--- src/rtl/acq_if.sv ---
// acq_if: handshake bundle between acq_sequencer and its neighbours
// (reg_decode controls, capture engine, trigger comparator, LCD renderer).
// The master modport is the sequencer side; the slave modport is the surroundings.
interface acq_if #(
  parameter int unsigned ADDR_W = 14
);
  logic [1:0]        trig_mode;
  logic              stop;
  logic              single_arm;
  logic              cap_start;
  logic              cap_pre_done;
  logic              trig_hit;
  logic [ADDR_W-1:0] trig_addr;
  logic              cap_force;
  logic              cap_done;
  logic [ADDR_W-1:0] trig_pos;
  logic              forced;
  logic              display_en;
  logic              display_done;
  logic [15:0]       frame_cnt;
  logic [2:0]        state;
  logic              err;

  modport master (
    input  trig_mode, stop, single_arm, cap_pre_done, trig_hit, trig_addr,
           cap_done, display_done,
    output cap_start, cap_force, trig_pos, forced, display_en, frame_cnt,
           state, err
  );

  modport slave (
    output trig_mode, stop, single_arm, cap_pre_done, trig_hit, trig_addr,
           cap_done, display_done,
    input  cap_start, cap_force, trig_pos, forced, display_en, frame_cnt,
           state, err
  );
endinterface

--- src/rtl/acq_sequencer.sv ---
// acq_sequencer: run controller for the scope acquisition-to-display loop.
// Arm -> pre-fill -> trigger wait -> post-fill -> display -> holdoff, with
// auto/normal/single trigger modes, stop control and auto forced trigger.
// Optional build macro: ACQ_WATCHDOG_EN adds a PRE/POST timeout with a
// sticky err flag; without it err is tied low and PRE/POST wait forever.
module acq_sequencer #(
  parameter int unsigned ADDR_W       = 14,
  parameter int unsigned AUTO_TIMEOUT = 5000000,
  parameter int unsigned HOLDOFF      = 1000,
  parameter int unsigned WATCHDOG     = 20000000
) (
  input  logic  clk,
  input  logic  rst,
  acq_if.master bus
);

  typedef enum logic [2:0] {
    S_IDLE    = 3'd0,
    S_ARM     = 3'd1,
    S_PRE     = 3'd2,
    S_WAIT    = 3'd3,
    S_POST    = 3'd4,
    S_DISPLAY = 3'd5,
    S_HOLDOFF = 3'd6,
    S_HALT    = 3'd7
  } state_t;

  localparam logic [1:0] MODE_AUTO   = 2'd0;
  localparam logic [1:0] MODE_SINGLE = 2'd2;

  // One shared counter serves auto timeout, holdoff and the watchdog.
  localparam int unsigned MAX_AH  = (AUTO_TIMEOUT > HOLDOFF) ? AUTO_TIMEOUT : HOLDOFF;
  localparam int unsigned MAX_CNT = (MAX_AH > WATCHDOG) ? MAX_AH : WATCHDOG;
  localparam int unsigned CNT_W   = (MAX_CNT < 2) ? 1 : $clog2(MAX_CNT);

  localparam logic [CNT_W-1:0] AUTO_LAST = CNT_W'(AUTO_TIMEOUT - 1);
  localparam logic [CNT_W-1:0] HOLD_LAST = CNT_W'(HOLDOFF - 1);
`ifdef ACQ_WATCHDOG_EN
  localparam logic [CNT_W-1:0] WDOG_LAST = CNT_W'(WATCHDOG - 1);
`endif

  state_t            r_state;
  logic [CNT_W-1:0]  r_cnt;
  logic              r_cap_start;
  logic              r_cap_force;
  logic [ADDR_W-1:0] r_trig_pos;
  logic              r_forced;
  logic              r_display_en;
  logic [15:0]       r_frame_cnt;
`ifdef ACQ_WATCHDOG_EN
  logic              r_err;
`endif

  logic w_auto;
  logic w_single;

  assign w_auto   = (bus.trig_mode == MODE_AUTO);
  assign w_single = (bus.trig_mode == MODE_SINGLE);

  // Sequencer FSM with registered strobes, latches and counters.
  always_ff @(posedge clk) begin
    if (rst) begin
      r_state      <= S_IDLE;
      r_cnt        <= '0;
      r_cap_start  <= 1'b0;
      r_cap_force  <= 1'b0;
      r_trig_pos   <= '0;
      r_forced     <= 1'b0;
      r_display_en <= 1'b0;
      r_frame_cnt  <= '0;
`ifdef ACQ_WATCHDOG_EN
      r_err        <= 1'b0;
`endif
    end else begin
      r_cap_start <= 1'b0;
      r_cap_force <= 1'b0;
      case (r_state)
        S_IDLE: begin
          r_cnt <= '0;
          if (bus.stop) begin
            r_state <= S_HALT;
          end else begin
            r_state     <= S_ARM;
            r_cap_start <= 1'b1;
          end
        end

        S_ARM: begin
          r_cnt      <= '0;
          r_forced   <= 1'b0;
          r_trig_pos <= '0;
          r_state    <= bus.stop ? S_HALT : S_PRE;
        end

        S_PRE: begin
          if (bus.stop) begin
            r_state <= S_HALT;
            r_cnt   <= '0;
          end else if (bus.cap_pre_done) begin
            r_state <= S_WAIT;
            r_cnt   <= '0;
          end
`ifdef ACQ_WATCHDOG_EN
          else if (r_cnt == WDOG_LAST) begin
            r_err       <= 1'b1;
            r_state     <= S_ARM;
            r_cap_start <= 1'b1;
            r_cnt       <= '0;
          end else begin
            r_cnt <= r_cnt + CNT_W'(1);
          end
`endif
        end

        S_WAIT: begin
          if (bus.stop) begin
            r_state <= S_HALT;
            r_cnt   <= '0;
          end else if (bus.trig_hit) begin
            r_trig_pos <= bus.trig_addr;
            r_forced   <= 1'b0;
            r_state    <= S_POST;
            r_cnt      <= '0;
          end else if (w_auto) begin
            if (r_cnt == AUTO_LAST) begin
              r_cap_force <= 1'b1;
              r_trig_pos  <= bus.trig_addr;
              r_forced    <= 1'b1;
              r_state     <= S_POST;
              r_cnt       <= '0;
            end else begin
              r_cnt <= r_cnt + CNT_W'(1);
            end
          end else begin
            r_cnt <= '0;
          end
        end

        S_POST: begin
          if (bus.stop) begin
            r_state <= S_HALT;
            r_cnt   <= '0;
          end else if (bus.cap_done) begin
            r_state <= S_DISPLAY;
            r_cnt   <= '0;
          end
`ifdef ACQ_WATCHDOG_EN
          else if (r_cnt == WDOG_LAST) begin
            r_err       <= 1'b1;
            r_state     <= S_ARM;
            r_cap_start <= 1'b1;
            r_cnt       <= '0;
          end else begin
            r_cnt <= r_cnt + CNT_W'(1);
          end
`endif
        end

        S_DISPLAY: begin
          r_cnt <= '0;
          if (bus.display_done) begin
            r_display_en <= 1'b0;
            r_frame_cnt  <= r_frame_cnt + 16'd1;
            if (w_single || bus.stop) begin
              r_state <= S_HALT;
            end else if (HOLDOFF != 0) begin
              r_state <= S_HOLDOFF;
            end else begin
              r_state     <= S_ARM;
              r_cap_start <= 1'b1;
            end
          end else begin
            r_display_en <= 1'b1;
          end
        end

        S_HOLDOFF: begin
          if (bus.stop) begin
            r_state <= S_HALT;
            r_cnt   <= '0;
          end else if (r_cnt == HOLD_LAST) begin
            r_state     <= S_ARM;
            r_cap_start <= 1'b1;
            r_cnt       <= '0;
          end else begin
            r_cnt <= r_cnt + CNT_W'(1);
          end
        end

        S_HALT: begin
          r_cnt        <= '0;
          r_display_en <= 1'b0;
          if (!bus.stop && (!w_single || bus.single_arm)) begin
            r_state     <= S_ARM;
            r_cap_start <= 1'b1;
          end
        end

        default: begin
          r_state <= S_IDLE;
          r_cnt   <= '0;
        end
      endcase
    end
  end

  assign bus.cap_start  = r_cap_start;
  assign bus.cap_force  = r_cap_force;
  assign bus.trig_pos   = r_trig_pos;
  assign bus.forced     = r_forced;
  assign bus.display_en = r_display_en;
  assign bus.frame_cnt  = r_frame_cnt;
  assign bus.state      = r_state;
`ifdef ACQ_WATCHDOG_EN
  assign bus.err        = r_err;
`else
  assign bus.err        = 1'b0;
`endif

endmodule
--- src/flat_wrapper.sv ---
// flat-port wrapper written by rule: the top's interface ports become plain ports
module acq_sequencer_flat 
#(
  parameter int unsigned ADDR_W       = 14,
  parameter int unsigned AUTO_TIMEOUT = 5000000,
  parameter int unsigned HOLDOFF      = 1000,
  parameter int unsigned WATCHDOG     = 20000000
)
  (clk, rst, bus_trig_mode, bus_stop, bus_single_arm, bus_cap_pre_done, bus_trig_hit, bus_trig_addr, bus_cap_done, bus_display_done, bus_cap_start, bus_cap_force, bus_trig_pos, bus_forced, bus_display_en, bus_frame_cnt, bus_state, bus_err);
  acq_if #(.ADDR_W(ADDR_W)) bus_i ();
  input  logic clk;
  input  logic rst;
  input wire logic [$bits(bus_i.trig_mode)-1:0] bus_trig_mode;
  input wire logic [$bits(bus_i.stop)-1:0] bus_stop;
  input wire logic [$bits(bus_i.single_arm)-1:0] bus_single_arm;
  input wire logic [$bits(bus_i.cap_pre_done)-1:0] bus_cap_pre_done;
  input wire logic [$bits(bus_i.trig_hit)-1:0] bus_trig_hit;
  input wire logic [$bits(bus_i.trig_addr)-1:0] bus_trig_addr;
  input wire logic [$bits(bus_i.cap_done)-1:0] bus_cap_done;
  input wire logic [$bits(bus_i.display_done)-1:0] bus_display_done;
  output wire logic [$bits(bus_i.cap_start)-1:0] bus_cap_start;
  output wire logic [$bits(bus_i.cap_force)-1:0] bus_cap_force;
  output wire logic [$bits(bus_i.trig_pos)-1:0] bus_trig_pos;
  output wire logic [$bits(bus_i.forced)-1:0] bus_forced;
  output wire logic [$bits(bus_i.display_en)-1:0] bus_display_en;
  output wire logic [$bits(bus_i.frame_cnt)-1:0] bus_frame_cnt;
  output wire logic [$bits(bus_i.state)-1:0] bus_state;
  output wire logic [$bits(bus_i.err)-1:0] bus_err;
  assign bus_i.trig_mode = bus_trig_mode;
  assign bus_i.stop = bus_stop;
  assign bus_i.single_arm = bus_single_arm;
  assign bus_i.cap_pre_done = bus_cap_pre_done;
  assign bus_i.trig_hit = bus_trig_hit;
  assign bus_i.trig_addr = bus_trig_addr;
  assign bus_i.cap_done = bus_cap_done;
  assign bus_i.display_done = bus_display_done;
  assign bus_cap_start = bus_i.cap_start;
  assign bus_cap_force = bus_i.cap_force;
  assign bus_trig_pos = bus_i.trig_pos;
  assign bus_forced = bus_i.forced;
  assign bus_display_en = bus_i.display_en;
  assign bus_frame_cnt = bus_i.frame_cnt;
  assign bus_state = bus_i.state;
  assign bus_err = bus_i.err;
  acq_sequencer #(.ADDR_W(ADDR_W), .AUTO_TIMEOUT(AUTO_TIMEOUT), .HOLDOFF(HOLDOFF), .WATCHDOG(WATCHDOG)) u_core (.clk(clk), .rst(rst), .bus(bus_i));
endmodule
--- config.mk ---
export PLATFORM = sky130hd
export DESIGN_NAME = acq_sequencer_flat
export DESIGN_NICKNAME = d
export VERILOG_FILES = /design/src/rtl/acq_if.sv /design/src/rtl/acq_sequencer.sv /design/src/flat_wrapper.sv
export SDC_FILE = /design/constraint.sdc
export NUM_CORES = 1
export LEC_CHECK = 0
export CAP_MARGIN = 20
export CORE_AREA = 2 2 55 108
export CTS_BUF_LIST = sky130_fd_sc_hd__clkbuf_8
export CTS_CLUSTER_DIAMETER = 120
export CTS_CLUSTER_SIZE = 20
export DETAILED_ROUTE_END_ITERATION = 6
export DIE_AREA = 0 0 57 110
export DONT_BUFFER_PORTS = 1
export GPL_TIMING_DRIVEN = 0
export PLACE_DENSITY = 0.73
export SYNTH_ARGS = -nofsm -noshare
export SYNTH_HDL_FRONTEND = slang
export SYNTH_SLANG_ARGS = --single-unit
--- constraint.sdc ---
create_clock -name clk -period 2.6 [get_ports clk]
set_clock_uncertainty 0.1 [all_clocks]
set_input_delay 0.52 -clock clk [delete_from_list [all_inputs] [get_ports clk]]
set_output_delay 0.52 -clock clk [all_outputs]
set_load 0.05 [all_outputs]
Yosys cells after proc, flatten, opt, wreduce, memory -nomap -nowiden
Index checks and enable logic that the tools add are counted.
{ "op_classes": {"n_addsub": 2, "eq_ne": 20, "mux": 45, "bitwise": 2, "reduce_logical": 15} }
{ "ops": {"columns": ["operator", "n"], "rows": [
  ["25-bit two-way mux", 10],
  ["25-bit case mux with 5 select lines", 1],
  ["14-bit two-way mux", 4],
  ["3-bit two-way mux", 14],
  ["14-bit case mux with 2 select lines", 1],
  ["25-bit by 1-bit adder with 25-bit output (second input constant)", 1],
  ["25-bit by 10-bit == test with 1-bit output (second input constant)", 1],
  ["25-bit by 23-bit == test with 1-bit output (second input constant)", 1],
  ["3-bit case mux with 8 select lines", 1],
  ["16-bit by 1-bit adder with 16-bit output (second input constant)", 1],
  ["3-bit == test (second input constant)", 4],
  ["1-bit two-way mux", 11],
  ["3-bit by 2-bit inequality test with 1-bit output (second input constant)", 3],
  ["4-bit by 3-bit inequality test with 1-bit output (second input constant)", 2],
  ["7-bit AND reduction", 1],
  ["3-bit by 2-bit == test with 1-bit output (second input constant)", 2],
  ["3-bit inequality test (second input constant)", 2],
  ["5-bit OR reduction", 1],
  ["2-bit inequality test (second input constant)", 2],
  ["1-bit case mux with 2 select lines", 2],
  ["2-bit AND reduction", 2],
  ["4-bit AND reduction", 1],
  ["2-bit nonzero test", 2],
  ["4-bit OR reduction", 1],
  ["10 further kinds", 13]
]} }
{ "word_totals": {"register_bits": 62, "inputBits": 24, "output_inout_bits": 38} }

Longest topological paths before layout
{ "depth": {"word_depth": 6, "ltp_mapped": 9} }

Worst setup path after synthesis
No wires, ideal clock.
{ "synth_path": {"kind": "reg-to-reg", "from": "reg u_core.r_state[0], in the netlist u_core.bus.state[0]", "to": "reg u_core.r_cnt[10]", "setup_time_ps": 79, "arrival_time_ps": 2522, "slack_ps": -101, "path_stages_with_launch": 8, "n_path_buf": 1, "cell_sequence": "dfxtp_1 > buf_4 > nand2b_1 > nand2b_4 > or4_4 > o22a_4 > or4b_2 > o211ai_1"} }
{ "synth_between": {"elab_chain_cells": 3} }
{ "synth_lines": {"columns": ["element", "line_no", "rtl"], "rows": [
  ["start: declaration", "acq_sequencer.sv:42", "state_t r_state;"],
  ["start signal: assignment", "acq_sequencer.sv:92", "r_state <= bus.stop ? S_HALT : S_PRE;"],
  ["3-bit by 1-bit == test with 1-bit output, or another cell as far along", "acq_sequencer.sv:77", "case (r_state)"],
  ["4-bit OR reduction (no line) / 3-bit inequality test (equally long branches)", null, null],
  ["25-bit case mux with 5 select lines / 2-bit AND reduction (equally long branches)", null, null],
  ["end signal: assignment", "acq_sequencer.sv:132", "r_cnt <= r_cnt + CNT_W'(1);"],
  ["end signal: assignment", "acq_sequencer.sv:186", "r_cnt <= r_cnt + CNT_W'(1);"],
  ["end: declaration", "acq_sequencer.sv:43", "logic [CNT_W-1:0] r_cnt;"]
]} }
Parallel ways exist; a longest one is shown, timed or not.
A chain may end at the register's enable or synchronous reset.

Worst setup path after layout
{ "layout_path": {"from": "reg u_core.r_cnt[11]", "to": "reg u_core.r_cnt[11]"} }
{ "layout_between": {"elab_chain_cells": 6} }
{ "layout_lines": {"columns": ["element", "line_no", "rtl"], "rows": [
  ["25-bit by 1-bit adder with 25-bit output / 25-bit by 23-bit == test with 1-bit output (equally long branches)", "acq_sequencer.sv:132, acq_sequencer.sv:186, acq_sequencer.sv:125", null],
  ["25-bit two-way mux", "acq_sequencer.sv:125", "if (r_cnt == AUTO_LAST) begin"],
  ["25-bit two-way mux", "acq_sequencer.sv:124", "end else if (w_auto) begin"],
  ["25-bit two-way mux", "acq_sequencer.sv:119", "end else if (bus.trig_hit) begin"],
  ["25-bit two-way mux", "acq_sequencer.sv:116", "if (bus.stop) begin"],
  ["25-bit case mux with 5 select lines (*)", "acq_sequencer.sv:77", null]
]} }
Every way passes the cells marked *; elsewhere a longest branch is shown, timed or not.

==> flow_summary.yaml <==
outcome:
  outcome: "finished clean"
placed_design:
  portBuffers: 0
  place_hpwl_mm: 4.97
  gp_congestion: 0.860
  dp_slack_ns: -0.447
global_route:
  grt_pass1_vias: 2334
  grt_pass1_wl_mm: 10.3
  antenna_found_initial: 0
  grt_max_degree: 11
  grt_use_total: 0.213
  grt.overflow.total: 0
finish:
  regArea_um2: 1250
  multi_input_area_um2: 1590
  drive_above_1_share: 0.127
  insertedDiodeCount: 0
  nets: 376
  synthToLayoutAreaGrowth_pct: 11.0
  fill_cells: 508
worst_setup_path:
  crit_chain: "or4b_1 -> or4_1 -> o2111ai_2 -> o22a_4 -> o31ai_1 -> a311o_1"
  r2r_slack_ns: 0.08
  crit_slowest_cell: "or4b_1"
  crit_required_ns: 2.73
  end_kind: "register"
  critPathKind: "reg2reg"
  cp_max_fo: 6
  max_stage_delay_ns: 0.51
  regToRegStartpoint: "u_core.r_cnt[11]$_SDFFE_PP0P_"
  r2r.worst_path.cells: 6
  regToRegEndpoint: "u_core.r_cnt[11]$_SDFFE_PP0P_"
  worstSetupStartpointType: "register"
  crit_arrival_ns: 2.65
drt:
  detail_route.wirelength_mm: 6.48
  drt_iter0_markers: 101
  wl_per_cell_um: 15.6
  drt.antenna.violating_nets: 0
  via_count: 2391
  vias_per_cell: 5.76
  remaining_drc_errors: 0
  dr.pass1.iters: 4
yosys:
  synth_commonest_cells: "dfxtp_1, nor2_1, nand2_1, nand3_1, a21oi_1"
  synth_area_per_cell_um2: 8.46
  synth_top_family_by_area: "simple AND/OR/NAND/NOR gates"
  synth-simple-area-share: 0.297
  synthesis.area_um2: 2880
  synth-seq-cells: 62
  synthAdderAreaFrac: 0.00870
  synth-compound-area-share: 0.113
  synth_cell_types: 55
  yosysSeqAreaShare: 0.432
  synth-xor-area-share: 0.107
  synth_edf_count: 0
  synth_nets: 366
  synth_top_area_cell: "dfxtp_1"
  synthFlopType: "dfxtp_1"
  synthCells: 340
  synth.most_common_cell: "dfxtp_1"
  ys_warn_count: 0
  synthMuxAreaShare: 0.00348
  synth_area_leaders: "dfxtp_1, xor2_1, nor2_1"
  ys_async_sr_fraction: 0
  synth_top_cell_area_share: 0.432
hold_path:
  min-delay-start: "bus_trig_addr[12]"
  hold_path.class: "in2reg"
  whs_path_depth: 2
  min_to: "u_core.bus.trig_pos[12]$_SDFFE_PP0P_"
power_and_ir_drop:
  p_total_uw: 1940
  p_leak_uw: 0.00108
  ir_drop_v: 0.000473
  powerDensity_nw_per_um2: 608
cts:
  clock_sinks: 62
  cts_root_buffer: "clkbuf_8"
  cts_tree: "done"
  ctsHoldBuffers: 0
  clock_latency_ns: 0.35
  cts_buffers: 9
  htree_levels: 3
  clockBufferDepth: 2
  clkSlewWorstSetupHoldPaths_ns: 0.07
sta:
  worst_slew_pin_slew_ns: 0.670
  slew_headroom: 0.550
  post-route-period-util: 0.968
  timing_hold_violations_final: 0
  finalMaxSlewViolations: 0
  holdWs_ns: 0.207
  fmax_ghz: 0.397
  worst_slack_ns: 0.0826
  setup_viol: 0
  period_needed_ns: 2.52
floorplan:
  die_h_um: 110
  initial_utilization: 0.530
  die_area_um2: 6270
  rows: 38
  pin_count: 62
  coreArea_um2: 5420
  die_w_um: 57
run:
  maxCapViolCount: 0
final cells by class:
class	count	share of cell area
Sequential cell	62	0.392
Clock inverter	6	0.00902
Inverter	7	0.00823
Buffer	14	0.0270
Clock buffer	10	0.0431
Multi-Input combinational cell	256	0.497
Tap cell	60	0.0235
how the worst max path moves through the flow:
stage                                     start                             endpoint  slack, ns  cells past startpoint
2_1_floorplan  u_core.bus.state[2]$_SDFFE_PP0P_        u_core.r_cnt[22]$_SDFFE_PP0P_       0.07                      7
3_3_place_gp   u_core.bus.state[2]$_SDFFE_PP0P_        u_core.r_cnt[24]$_SDFFE_PP0P_      -0.43                      7
3_5_place_dp   u_core.bus.state[2]$_SDFFE_PP0P_        u_core.r_cnt[24]$_SDFFE_PP0P_      -0.45                      7
4_1_cts        u_core.bus.state[1]$_SDFFE_PP0P_        u_core.r_cnt[10]$_SDFFE_PP0P_      0.002                      6
5_1_grt           u_core.r_cnt[16]$_SDFFE_PP0P_  u_core.bus.trig_pos[6]$_SDFFE_PP0P_      -0.07                      8
6_report          u_core.r_cnt[11]$_SDFFE_PP0P_        u_core.r_cnt[11]$_SDFFE_PP0P_       0.08                      6
repair_timing:
item | 4_1_cts | 5_1_grt
cloned | 0 | 0
setup endpoints to repair | 14 | 17
gates resized for setup | 4 | 12
setup buffers | 0 | 0
layer usage:
| layer | vias up | GRT usage | wire length [µm] |
|---|---|---|---|
| met5 | - | 0 | 0 |
| met1 | 1115 | 0.186 | 2180 |
| li1 | 1204 | - | - |
| met4 | 0 | 0.118 | 193 |
| met3 | 16 | 0.0735 | 413 |
| met2 | 56 | 0.409 | 3690 |
through the flow:
stage               TNS [ns]  utilization  cell area, µm²  instances
floorplan                  0            -            2880        340
global placement       -3.64        0.545            2950        400
detailed placement     -4.05        0.545            2950        400
CTS                        0        0.578            3140        416
global route          -0.571        0.589            3190        415
finish                     0        0.589            3190        415
cells in the final DEF, fill, tap and decap left out, types with 3 or more instances in the layout:
| cell | n |
|---|---|
| dfxtp_1 | 59 |
| nor2_1 | 47 |
| nand2_1 | 34 |
| nand3_1 | 32 |
| a21oi_1 | 25 |
| xor2_1 | 23 |
| xnor2_1 | 12 |
| and3_1 | 11 |
| clkbuf_8 | 10 |
| nand4_1 | 9 |
| inv_1 | 8 |
| clkbuf_1 | 5 |
| o21ai_0 | 5 |
| clkinv_2 | 5 |
| buf_2 | 3 |
| or3_1 | 3 |
| nor3_1 | 3 |
| nor4_2 | 3 |
| nor3b_1 | 3 |
| or4_1 | 3 |
| dfxtp_4 | 3 |
critical path: cells and delay by family (launching register included):
kind / cells / cell delay (ns)
AND/OR/NAND/NOR: 2 / 1.02
flip-flops: 1 / 0.37
AO/OA/AOI/OAI: 4 / 0.92
cell families after synthesis:
kind of cell	count (synthesis)
buffers and inverters	22
XOR/XNOR	35
other	1
flip-flops	62
AND/OR/NAND/NOR	169
adder cells (fa/ha/maj)	2
multiplexers	1
AO/OA/AOI/OAI	48
power by group:
group / switching, µW / leakage (µW) / total (µW) / internal [µW]
Clock: 360 / 0.0000968 / 719 / 359
Sequential: 72.3 / 0.000502 / 1040 / 971
Combinational: 110 / 0.000481 / 178 / 68.5
state kept, by name, indices dropped and copies added, names as in the netlist:
register,count
u_core.bus.cap_force,1
u_core.bus.cap_start,1
u_core.bus.trig_pos,14
u_core.r_cnt,25
u_core.bus.forced,1
u_core.bus.frame_cnt,16
u_core.bus.state,3
u_core.bus.display_en,1
Power figures use the tool's default switching activity.
